<file path="src/rtl/wallace_mult_pipe.sv">
// wallace_mult_pipe
//   Pipelined unsigned Wallace-tree multiplier with a valid/ready stream
//   interface and a sideband tag that travels with each operation.
//   Operands are expanded into WIDTH partial-product rows at the input and
//   captured (stage 0). The rows are then reduced by 3:2 carry-save layers
//   spread over PIPE tree stages. The last stage also performs the final
//   carry-propagate add. The whole pipeline advances together whenever the
//   output slot is free or being consumed.
//
//   Optional feature: define WALLACE_APPROX_EN to build the approximate mode.
//   In that mode, in_approx per op zeroes partial products of weight
//   < APPROX_COLS. Without the macro, in_approx is ignored, out_approx is 0,
//   and every product is exact.
//
// Ports
//   clk         in   rising-edge clock
//   rst_n       in   synchronous active-low reset
//   in_valid    in   operand pair valid
//   in_ready    out  operand pair can be accepted this cycle
//   in_a/in_b   in   WIDTH-bit unsigned operands
//   in_approx   in   request approximate product
//   in_tag      in   TAG_W sideband tag
//   out_valid   out  result valid
//   out_ready   in   consumer accepts result
//   out_product out  2*WIDTH-bit product
//   out_approx  out  product was computed approximately
//   out_tag     out  tag of this result
module wallace_mult_pipe #(
  parameter int WIDTH       = 8,
  parameter int PIPE        = 2,
  parameter int TAG_W       = 4,
  parameter int APPROX_COLS = 4
) (
  input  logic               clk,
  input  logic               rst_n,
  input  logic               in_valid,
  output logic               in_ready,
  input  logic [WIDTH-1:0]   in_a,
  input  logic [WIDTH-1:0]   in_b,
  input  logic               in_approx,
  input  logic [TAG_W-1:0]   in_tag,
  output logic               out_valid,
  input  logic               out_ready,
  output logic [2*WIDTH-1:0] out_product,
  output logic               out_approx,
  output logic [TAG_W-1:0]   out_tag
);

  localparam int P = 2 * WIDTH;

  // One full-width row per multiplier bit; rows beyond the live count are 0.
  typedef logic [WIDTH-1:0][P-1:0] rows_t;

  // Live row count after l carry-save layers.
  function automatic int rows_after(input int l);
    int r;
    r = WIDTH;
    for (int k = 0; k < l; k++) r = 2 * (r / 3) + (r % 3);
    return r;
  endfunction

  function automatic int num_layers();
    int r;
    int n;
    r = WIDTH;
    n = 0;
    while (r > 2) begin
      r = 2 * (r / 3) + (r % 3);
      n++;
    end
    return n;
  endfunction

  localparam int NL = num_layers();

  // One 3:2 layer over the n live rows: each full group of three rows becomes
  // a sum row and a carry row (shifted up one column); leftover rows pass
  // through. Carries out of the top column are always 0 because the product
  // fits in 2*WIDTH bits.
  function automatic rows_t csa_layer(input rows_t r, input int n);
    rows_t o;
    int    g3;
    o  = '0;
    g3 = n / 3;
    for (int g = 0; g < WIDTH / 3; g++) begin
      if (g < g3) begin
        o[2*g]   = r[3*g] ^ r[3*g+1] ^ r[3*g+2];
        o[2*g+1] = ((r[3*g] & r[3*g+1]) | (r[3*g] & r[3*g+2]) |
                    (r[3*g+1] & r[3*g+2])) << 1;
      end
    end
    for (int i = 0; i < WIDTH; i++) begin
      if (i >= 3 * g3 && i < n) o[i-g3] = r[i];
    end
    return o;
  endfunction

  // Tree stage s (1..PIPE) runs layers [(s-1)*NL/PIPE, s*NL/PIPE), which
  // spreads the layers as evenly as integer division allows.
  function automatic rows_t reduce_stage(input rows_t r, input int s);
    rows_t c;
    c = r;
    for (int l = 0; l < NL; l++) begin
      if (l >= ((s - 1) * NL) / PIPE && l < (s * NL) / PIPE)
        c = csa_layer(c, rows_after(l));
    end
    return c;
  endfunction

  function automatic logic [P-1:0] final_sum(input rows_t r);
    rows_t c;
    c = reduce_stage(r, PIPE);
    return c[0] + c[1];
  endfunction

  logic                adv;
  logic [PIPE:0]       vld_q;
  logic [TAG_W-1:0]    tag_q [PIPE+1];
  rows_t               tree_q [PIPE];
  rows_t               tree_d [PIPE];
  logic [P-1:0]        prod_q;
  logic [P-1:0]        prod_d;
  logic [WIDTH-1:0]    keep;

  assign adv         = out_ready | ~vld_q[PIPE];
  assign in_ready    = adv;
  assign out_valid   = vld_q[PIPE];
  assign out_product = prod_q;
  assign out_tag     = tag_q[PIPE];

  // Stage 0 input: partial-product rows. Later stages: carry-save reduction.
  always_comb begin
    keep = '0;
    for (int s = 0; s < PIPE; s++) tree_d[s] = '0;
    for (int j = 0; j < WIDTH; j++) begin
      keep = in_a;
`ifdef WALLACE_APPROX_EN
      if (in_approx) begin
        for (int i = 0; i < WIDTH; i++) begin
          if (i + j < APPROX_COLS) keep[i] = 1'b0;
        end
      end
`endif
      if (in_b[j]) tree_d[0][j] = P'(keep) << j;
    end
    for (int s = 1; s < PIPE; s++) tree_d[s] = reduce_stage(tree_q[s-1], s);
    prod_d = final_sum(tree_q[PIPE-1]);
  end

  // Stage 0 capture and tree stages 1..PIPE-1 (data only, not reset).
  always_ff @(posedge clk) begin
    if (adv) begin
      if (in_valid) tree_q[0] <= tree_d[0];
      for (int s = 1; s < PIPE; s++) begin
        if (vld_q[s-1]) tree_q[s] <= tree_d[s];
      end
    end
  end

  // Valid/tag shift and final stage (carry-propagate add into prod_q).
  always_ff @(posedge clk) begin
    if (!rst_n) begin
      vld_q  <= '0;
      prod_q <= '0;
      for (int s = 0; s <= PIPE; s++) tag_q[s] <= '0;
    end else if (adv) begin
      vld_q <= {vld_q[PIPE-1:0], in_valid};
      if (in_valid) tag_q[0] <= in_tag;
      for (int s = 1; s <= PIPE; s++) begin
        if (vld_q[s-1]) tag_q[s] <= tag_q[s-1];
      end
      if (vld_q[PIPE-1]) prod_q <= prod_d;
    end
  end

`ifdef WALLACE_APPROX_EN
  logic [PIPE:0] apx_q;

  always_ff @(posedge clk) begin
    if (!rst_n) begin
      apx_q <= '0;
    end else if (adv) begin
      apx_q <= {apx_q[PIPE-1:0], in_approx};
    end
  end

  assign out_approx = apx_q[PIPE];
`else
  logic [1:0] unused_cfg;
  assign unused_cfg = {in_approx, 1'(APPROX_COLS)};
  assign out_approx = 1'b0;
`endif

endmodule

</file>
<file path="config.mk">
export PLATFORM = sky130hd
export DESIGN_NAME = wallace_mult_pipe
export DESIGN_NICKNAME = d
export VERILOG_FILES = /design/src/rtl/wallace_mult_pipe.sv
export SDC_FILE = /design/constraint.sdc
export NUM_CORES = 1
export LEC_CHECK = 0
export BUFFER_PORTS_ARGS = -buffer_cell sky130_fd_sc_hd__buf_4
export CAP_MARGIN = 20
export CORE_ASPECT_RATIO = 1.5
export CORE_MARGIN = 2
export CORE_UTILIZATION = 59
export DETAILED_ROUTE_END_ITERATION = 6
export HOLD_SLACK_MARGIN = 0.05
export PLACE_DENSITY = 0.78
export SLEW_MARGIN = 40
export SYNTH_ARGS = -nofsm -noshare
export SYNTH_HDL_FRONTEND = slang
export SYNTH_SLANG_ARGS = --single-unit
</file>
<file path="constraint.sdc">
create_clock -name clk -period 3.9 [get_ports clk]
set_input_delay 0 -clock clk [delete_from_list [all_inputs] [get_ports clk]]
set_output_delay 0 -clock clk [all_outputs]
set_load 0.01 [all_outputs]
</file>
==> impl_metrics.yaml, run 1 <==
sta:
  skew_ps: 6.56
  setup_tns_ps: 0
  timing.slew.headroom_pct: 57.6
  tightest_slew_ps: 635
  hold_violations: 0
  rsz0062_at_grt: "no"
  period_minus_slack_ps: 3010
  post-route-period-util_pct: 77.1
  slew_violations: 0
  fmax_mhz: 333
  setup_viol_count_final: 0
setup_path:
  cp_top_family: "adder cells"
  cp.arrival_ps: 3350
  path_cells: "inv_1 > fa_1 > fa_1 > inv_1 > ha_1 > nand3_2 > o211ai_2 > a31oi_1 > or4b_1 > nand3_1"
  cp-end-kind: "flip-flop"
  cp.depth: 10
  worstReg2RegEnd: "out_product[13]"
  worst-path-buf-inv: 2
  reg2reg_depth: 10
  critPathSlowestCell: "or4b_1"
  critPathMaxStageDelay_ps: 520
  endpoint: "out_product[13]"
  critPathRequiredTime_ps: 4250
  cp_max_fo: 5
  startpoint: "tree_q[0][143]"
  startpoint_type: "flip-flop"
  r2r_slack_ps: 890
  reg2reg_from: "tree_q[0][143]"
  crit_type: "reg -> reg"
synthesis:
  ys.flop_type: "edfxtp_1"
  ys_ff_latch: 134
  ys_seq_area_share_pct: 60.2
  syn_nets: 563
  synth-async-reset-ratio_pct: 0
  syn_inst: 474
  ys.warnings.count: 0
  syn_avg_cell_area_um2: 13.4
  synth_cell_types: 33
  synth_area_mm2: 0.00637
  synth_edf_count: 115
outcome:
  status: "finished clean"
route:
  top_layer: "met4"
  drt-initial-drc-count: 79
  vias: 3466
  viasPerCell: 4.89
  ant_nets: 0
  wl_met3_um: 347
  wl_met2_um: 5720
  wl_um: 10200
  drc: 0
  first_pass_iters: 4
  wl_met1_um: 3900
  wire_per_inst_um: 14.3
floorplan:
  io_pins: 48
  rows: 46
  core_mm2: 0.0105
  die_w_um: 88.8
  start_util_pct: 60.5
  dieArea_mm2: 0.0117
  dieHeight_um: 131
grt:
  grt_max_degree: 40
  grt_pass1_wl_um: 17200
  antenna_found_initial: 0
  grt.total_usage_pct: 19.7
  grt_pass1_vias: 3736
  overflow: 0
place:
  port_buffers: 45
  place.gp.congestion: 0.769
  hpwl_um: 7200
clock_network:
  cts_max_level: 4
  cts_tree: "yes"
  cts_buffers: 17
  clockRootBuffer: "clkbuf_16"
  clkLatencyLatePin_ps: 400
  cts_buffer_depth: 2
  cts_resized: 0
  clk_pin_slew_ps: 50
  numClockSinks: 134
finish:
  nFillCells: 682
  final_cell_mix: "115 x edfxtp_1, 98 x inv_1, 79 x and2_1, 47 x buf_4, 39 x fa_1"
  final_common_cell: "edfxtp_1"
  seqCellArea_mm2: 0.00383
  diodes: 0
  final_nets: 645
  multi_input_area_mm2: 0.00211
  drive_gt1_share_pct: 12.9
  area_growth_pct: 19.4
power:
  ir_drop_uv: 360
  power_leakage_nw: 3.29
  power_density_mw_per_mm2: 494
  power_mw: 3.76
min_path:
  hold_class: "in -> reg"
job:
  cap_violations: 0
==> flip-flops by register name (all words and copies together), names as in the netlist <==
signal / flops
vld_q: 3
out_product: 16
tag_q: 12
tree_q: 103
==> cells by family (layout without fill, tap and decap cells) <==
family	Yosys count	in the layout	synth area share (%)
flops	134	134	60.2
simple gates	119	119	10.6
fa+ha+maj	64	64	17.2
compound gates	39	39	4.14
other cells	1	1	0.0589
buf+inv	109	200	6.74
xor+xnor	8	8	1.10
==> power by group <==
part	switching (mW)	internal, mW	total [mW]
sequential	0.0361	1.69	1.73
combinational	0.372	0.305	0.677
clock	0.512	0.841	1.35
==> through the flow <==
stage | setup slack, ps | utilization [%] | hold slack [ps] | cells | area, um2
finish | 893 | 72.2 | 188 | 709 | 7600
global route | 765 | 72.2 | 201 | 709 | 7600
CTS | 889 | 72.2 | 160 | 709 | 7600
detailed placement | 957 | 65.0 | 284 | 655 | 6850
global placement | 1010 | 65.0 | 289 | 655 | 6850
floorplan | 1190 | - | 154 | 474 | 6370
==> layout make-up <==
cell class | count | area share, %
flip-flops and latches | 134 | 50.4
multi-input cells | 231 | 27.7
repair buffers | 73 | 8.06
clock buffers | 18 | 5.64
inverters | 99 | 4.90
well taps | 144 | 2.37
clock inverters | 10 | 0.889
==> worst min-delay path, stage by stage <==
cell and delay, ps:
buf_4 80, nand2_1 130, nand2_1 210
==> worst min path at each step <==
stage | to | from | depth (start not counted)
2_1_floorplan | out_product[0] | rst_n | 1
3_3_place_gp | tag_q[0][0] | in_tag[0] | 2
6_report | tag_q[0][3] | in_valid | 3
3_5_place_dp | tag_q[0][0] | in_tag[0] | 2
5_1_grt | tag_q[0][1] | in_valid | 3
4_1_cts | tag_q[0][3] | in_valid | 3
==> per-layer routing <==
layer | vias to the layer above | GRT usage, %
li1 | 1697 | -
met4 | 0 | 8.16
met5 | - | 0
met2 | 71 | 34.1
met3 | 20 | 4.96
met1 | 1678 | 22.5
==> synthesized netlist by cell type, types with 2 or more instances <==
cell type	count	area share (%)
ha_1	25	4.9
nand3_1	9	0.71
dfxtp_1	19	6.0
xnor2_1	5	0.69
buf_4	5	0.59
a21boi_0	10	1.2
fa_1	39	12
o21ai_0	9	0.71
clkbuf_1	4	0.24
edfxtp_1	115	54
a21oi_1	6	0.47
a21o_1	2	0.24
and2_1	79	7.8
xor2_1	3	0.41
nand2_1	26	1.5
a31oi_1	3	0.29
inv_1	99	5.8
==> what timing repair did <==
action	4_1_cts	5_1_grt
buffers inserted	0	0
hold endpoints to repair	87	0
hold buffers	26	0
endpoints found under the setup margin	0	0
(Power assumes the default switching activity.)
==> run 2, diff against run 1 <==
CORE_UTILIZATION = 54   (was 59)
PLACE_DENSITY = 0.76   (was 0.78)
clock period = 2.7 ns   (was 3.9 ns; I/O delays follow)
==> run 2 against run 1 <==
  * The run now ends with setup timing left
  * Flip-flop and latch count unchanged
  * Routed wire length is 6.5% higher
  * Sequential share of layout area shrank 1.4 points
  * Sequential power up 45%
  * Critical path depth stayed put
  * Register-to-register slack worse by 1000 ps
  * Final cell count is 2.4% higher
  * Cell area up 2.9%
  * Non-clock buffer count grew 8
  * Worst hold slack worse by 36 ps
  * Critical path type unchanged
  * Highest routed layer unchanged
==> impl_metrics.yaml, run 2 (synthesis results as in run 1) <==
outcome:
  status: "finished, violations left"
  violations: "setup timing"
sta:
  period_minus_slack_ps: 2810
  rsz0062_at_grt: "yes"
  fin_ws_ps: -107
  timing.slew.headroom_pct: 61.0
  post-route-period-util_pct: 104
  hold_ws_ps: 152
  skew_ps: 10.1
  setup_viol_count_final: 3
  tightest_slew_ps: 584
  hold_violations: 0
  setup_tns_ps: -237
  fmax_mhz: 356
  slew_violations: 0
clock_network:
  cts_tree: "yes"
  clkLatencyLatePin_ps: 410
  cts_buffers: 17
  clockRootBuffer: "clkbuf_16"
  numClockSinks: 134
  cts_max_level: 4
  clk_pin_slew_ps: 60
  cts_buffer_depth: 2
grt:
  grt_max_degree: 40
  antenna_found_initial: 0
  grt_pass1_vias: 3837
  grt_pass1_wl_um: 17700
  overflow: 0
  grtUsageMet2_pct: 35.2
  grt_util_met1_pct: 18.9
  globalRoute.busiestLayer: "met2"
  grt.total_usage_pct: 18.6
  gr-usage-met3_pct: 5.01
finish:
  final_nets: 653
  final_common_cell: "edfxtp_1"
  diodes: 0
  drive_gt1_share_pct: 18.8
  area_growth_pct: 22.8
  fin_util_pct: 67.8
  final_cell_area_mm2: 0.00782
  final_cells: 726
  largest_reg_flops: 103
  final_cell_mix: "115 x edfxtp_1, 92 x inv_1, 79 x and2_1, 55 x buf_4, 38 x fa_1"
  regMostFlops: "tree_q"
place:
  place_area_mm2: 0.00694
  hpwl_um: 7270
  place_ws_ps: -111
  place.gp.congestion: 0.772
  port_buffers: 45
  placed_cells: 667
route:
  wire_per_inst_um: 14.9
  viasPerCell: 4.95
  first_pass_iters: 4
  ant_nets: 0
  vias: 3595
  drc: 0
  wl_um: 10800
  drt-initial-drc-count: 126
setup_path:
  cp-end-kind: "flip-flop"
  startpoint_type: "flip-flop"
  critPathRequiredTime_ps: 3050
  cp.arrival_ps: 3160
  cp_max_fo: 5
  crit_type: "reg -> reg"
power:
  ir_drop_uv: 467
  power_density_mw_per_mm2: 744
  power_mw: 5.82
  power_leakage_nw: 3.33
min_path:
  hold_class: "in -> reg"
floorplan:
  dieArea_mm2: 0.0127
  dieHeight_um: 137
  rows: 48
  start_util_pct: 55.2
  core_mm2: 0.0115
  die_w_um: 92.7
  io_pins: 48
job:
  cap_violations: 0
## run 2: cell types whose count changed in the layout (fill, tap and decap cells not counted), sizes merged
cell,previous run,this run
clkinvlp,0,5
dlygate4sd3,26,25
clkinv,10,7
buf,47,56
clkbuf,18,17
inv,98,100
## run 2: final cells by class
class | count | area (um2)
multi-input cells | 231 | 2210
clock buffers | 17 | 425
flip-flops and latches | 134 | 3830
clock inverters | 14 | 113
repair buffers | 81 | 683
well taps | 150 | 188
fillers | 817 | 3710
inverters | 99 | 372
## run 2: critical path, stage by stage, from the launching register on
cell and delay (ps):
edfxtp_1 400, inv_2 70, fa_1 420, fa_1 510, inv_2 50, ha_4 290
nand3_2 90, o211ai_4 220, a31oi_2 120, or4b_1 500, nand3_1 70
## run 2: layer usage
metal | wire length [um] | vias up | part of all wire [%]
met1 | 4000 | 1770 | 37
met4 | 180 | 0 | 1.7
met5 | 0 | - | 0
met2 | 6210 | 100 | 57
met3 | 435 | 15 | 4.0
li1 | - | 1710 | -
## run 2: path summary, 6_finish.rpt
path / start / endpoint / slack, ps / cells past startpoint
max: tree_q[0][127] / out_product[13] / -110 / 10
min: in_valid / tag_q[0][0] / 150 / 3
max reg2reg: tree_q[0][127] / out_product[13] / -110 / 10
min reg2reg: tree_q[0][117] / tree_q[0][164] / 420 / 0
## run 2: power by group
part	switching [mW]	internal, mW	total (mW)
sequential	0.0550	2.44	2.50
combinational	0.639	0.612	1.25
clock	0.828	1.25	2.08
## run 2: timing repair
action	in CTS	in global routing
pin swaps	5	8
setup endpoints to repair	6	5
hold endpoints to repair	87	0
hold buffers	25	0
buffers inserted	1	2
resized for setup	7	14
==> run 3, diff against run 2 <==
TNS_END_PERCENT = 1   (was not set)
==> run 3 against run 2 <==
  * The flow still finishes with violations (setup timing)
  * Combinational power about the same
  * Register-to-register slack about the same
  * Total power hardly changed
  * Flip-flop and latch count unchanged
==> impl_metrics.yaml, run 3 (synthesis results as in run 1) <==
route:
  wl_met3_um: 404
  wl_um: 10800
  vias: 3574
  viasPerCell: 4.93
  first_pass_iters: 4
  ant_nets: 0
  drc: 0
  drt-initial-drc-count: 99
  wire_per_inst_um: 14.8
  wl_met1_um: 4030
  wl_met2_um: 6120
  top_layer: "met4"
setup_path:
  crit_type: "reg -> reg"
  startpoint_type: "flip-flop"
  critPathRequiredTime_ps: 3060
  cp-end-kind: "flip-flop"
  cp.arrival_ps: 3160
  cp_max_fo: 5
finish:
  drive_gt1_share_pct: 18.1
  final_common_cell: "edfxtp_1"
  largest_reg_flops: 103
  final_nets: 652
  final_cell_mix: "115 x edfxtp_1, 94 x inv_1, 79 x and2_1, 54 x buf_4, 38 x fa_1"
  final_cells: 725
  final_cell_area_mm2: 0.00782
  regMostFlops: "tree_q"
  diodes: 0
  area_growth_pct: 22.7
floorplan:
  dieArea_mm2: 0.0127
  dieHeight_um: 137
  io_pins: 48
  start_util_pct: 55.2
  rows: 48
  die_w_um: 92.7
  core_mm2: 0.0115
sta:
  post-route-period-util_pct: 104
  fin_ws_ps: -102
  timing.slew.headroom_pct: 61.5
  setup_viol_count_final: 1
  tightest_slew_ps: 577
  skew_ps: 15.4
  setup_tns_ps: -102
  hold_violations: 0
  rsz0062_at_grt: "yes"
  period_minus_slack_ps: 2800
  slew_violations: 0
  fmax_mhz: 357
power:
  p_seq_share_pct: 42.9
  clkPwrFrac_pct: 35.7
  power_leakage_nw: 3.33
  switchingPower_mw: 1.52
  p_int_mw: 4.30
  switching_share_pct: 26.1
  ir_drop_uv: 468
  power_mw: 5.82
  power_density_mw_per_mm2: 744
  comb_power_share_pct: 21.4
grt:
  grt_max_degree: 40
  grt_pass1_wl_um: 17700
  grt.total_usage_pct: 18.6
  antenna_found_initial: 0
  grt_pass1_vias: 3837
  overflow: 0
place:
  place.gp.congestion: 0.772
  place_ws_ps: -111
  placed_cells: 667
  port_buffers: 45
  place_area_mm2: 0.00694
  hpwl_um: 7270
clock_network:
  clkLatencyLatePin_ps: 410
  cts_buffer_depth: 2
  clk_pin_slew_ps: 70
  cts_max_level: 4
  cts_tree: "yes"
  numClockSinks: 134
  cts_buffers: 17
  clockRootBuffer: "clkbuf_16"
outcome:
  violations: "setup timing"
  status: "finished, violations left"
min_path:
  hold_class: "in -> reg"
job:
  cap_violations: 0
-- run 3: layer usage --
layer / vias up / GRT usage (%)
li1: 1711 / -
met1: 1757 / 18.9
met2: 91 / 35.2
met3: 15 / 5.01
met4: 0 / 8.42
met5: - / 0
-- run 3: final timing paths --
check                                     from               to  slack, ps  depth (start not counted)
worst min-delay path                  in_valid      tag_q[0][0]        150                          3
worst max register to register  tree_q[0][127]  out_product[13]       -100                         10
worst min register to register  tree_q[0][117]   tree_q[0][164]        420                          0
worst max-delay path            tree_q[0][127]  out_product[13]       -100                         10
-- run 3: area by class of cell --
type | instances | area, um2
inverter | 99 | 372
fill | 812 | 3710
tap | 150 | 188
timing repair buffer | 80 | 676
multi-input combinational | 231 | 2210
clock buffer | 17 | 425
sequential | 134 | 3830
clock inverter | 14 | 113
-- run 3: worst max-delay path: stages (launching register included) --
cell and delay, ps:
edfxtp_1 400, inv_2 70, fa_1 420, fa_1 510, inv_2 50, ha_4 300, nand3_4 80, o211ai_4 220
a31oi_2 120, or4b_1 500, nand3_1 70
-- run 3: per-stage QoR --
| stage | hold slack (ps) | util, % |
|---|---|---|
| 2_1_floorplan | 154 | - |
| 3_3_place_gp | 293 | 60.1 |
| 3_5_place_dp | 299 | 60.1 |
| 4_1_cts | 147 | 67.3 |
| 5_1_grt | 165 | 67.8 |
| 6_report | 146 | 67.8 |
-- run 3: timing repair --
item	4_1_cts	5_1_grt
pin swaps	5	6
hold endpoints to repair	87	0
endpoints found under the setup margin	6	6
gates resized for setup	5	13
hold buffers	25	0
buffers inserted	1	1
-- run 3: power groups by stage --
stage,sequential [mW],combinational [mW],clock [mW]
final,2.50,1.25,2.08
after global placement,2.53,0.998,0
after global routing,2.51,1.39,2.18
after CTS,2.50,1.15,2.10
after detailed placement,2.54,1.04,0
after floorplan,2.53,0.701,0
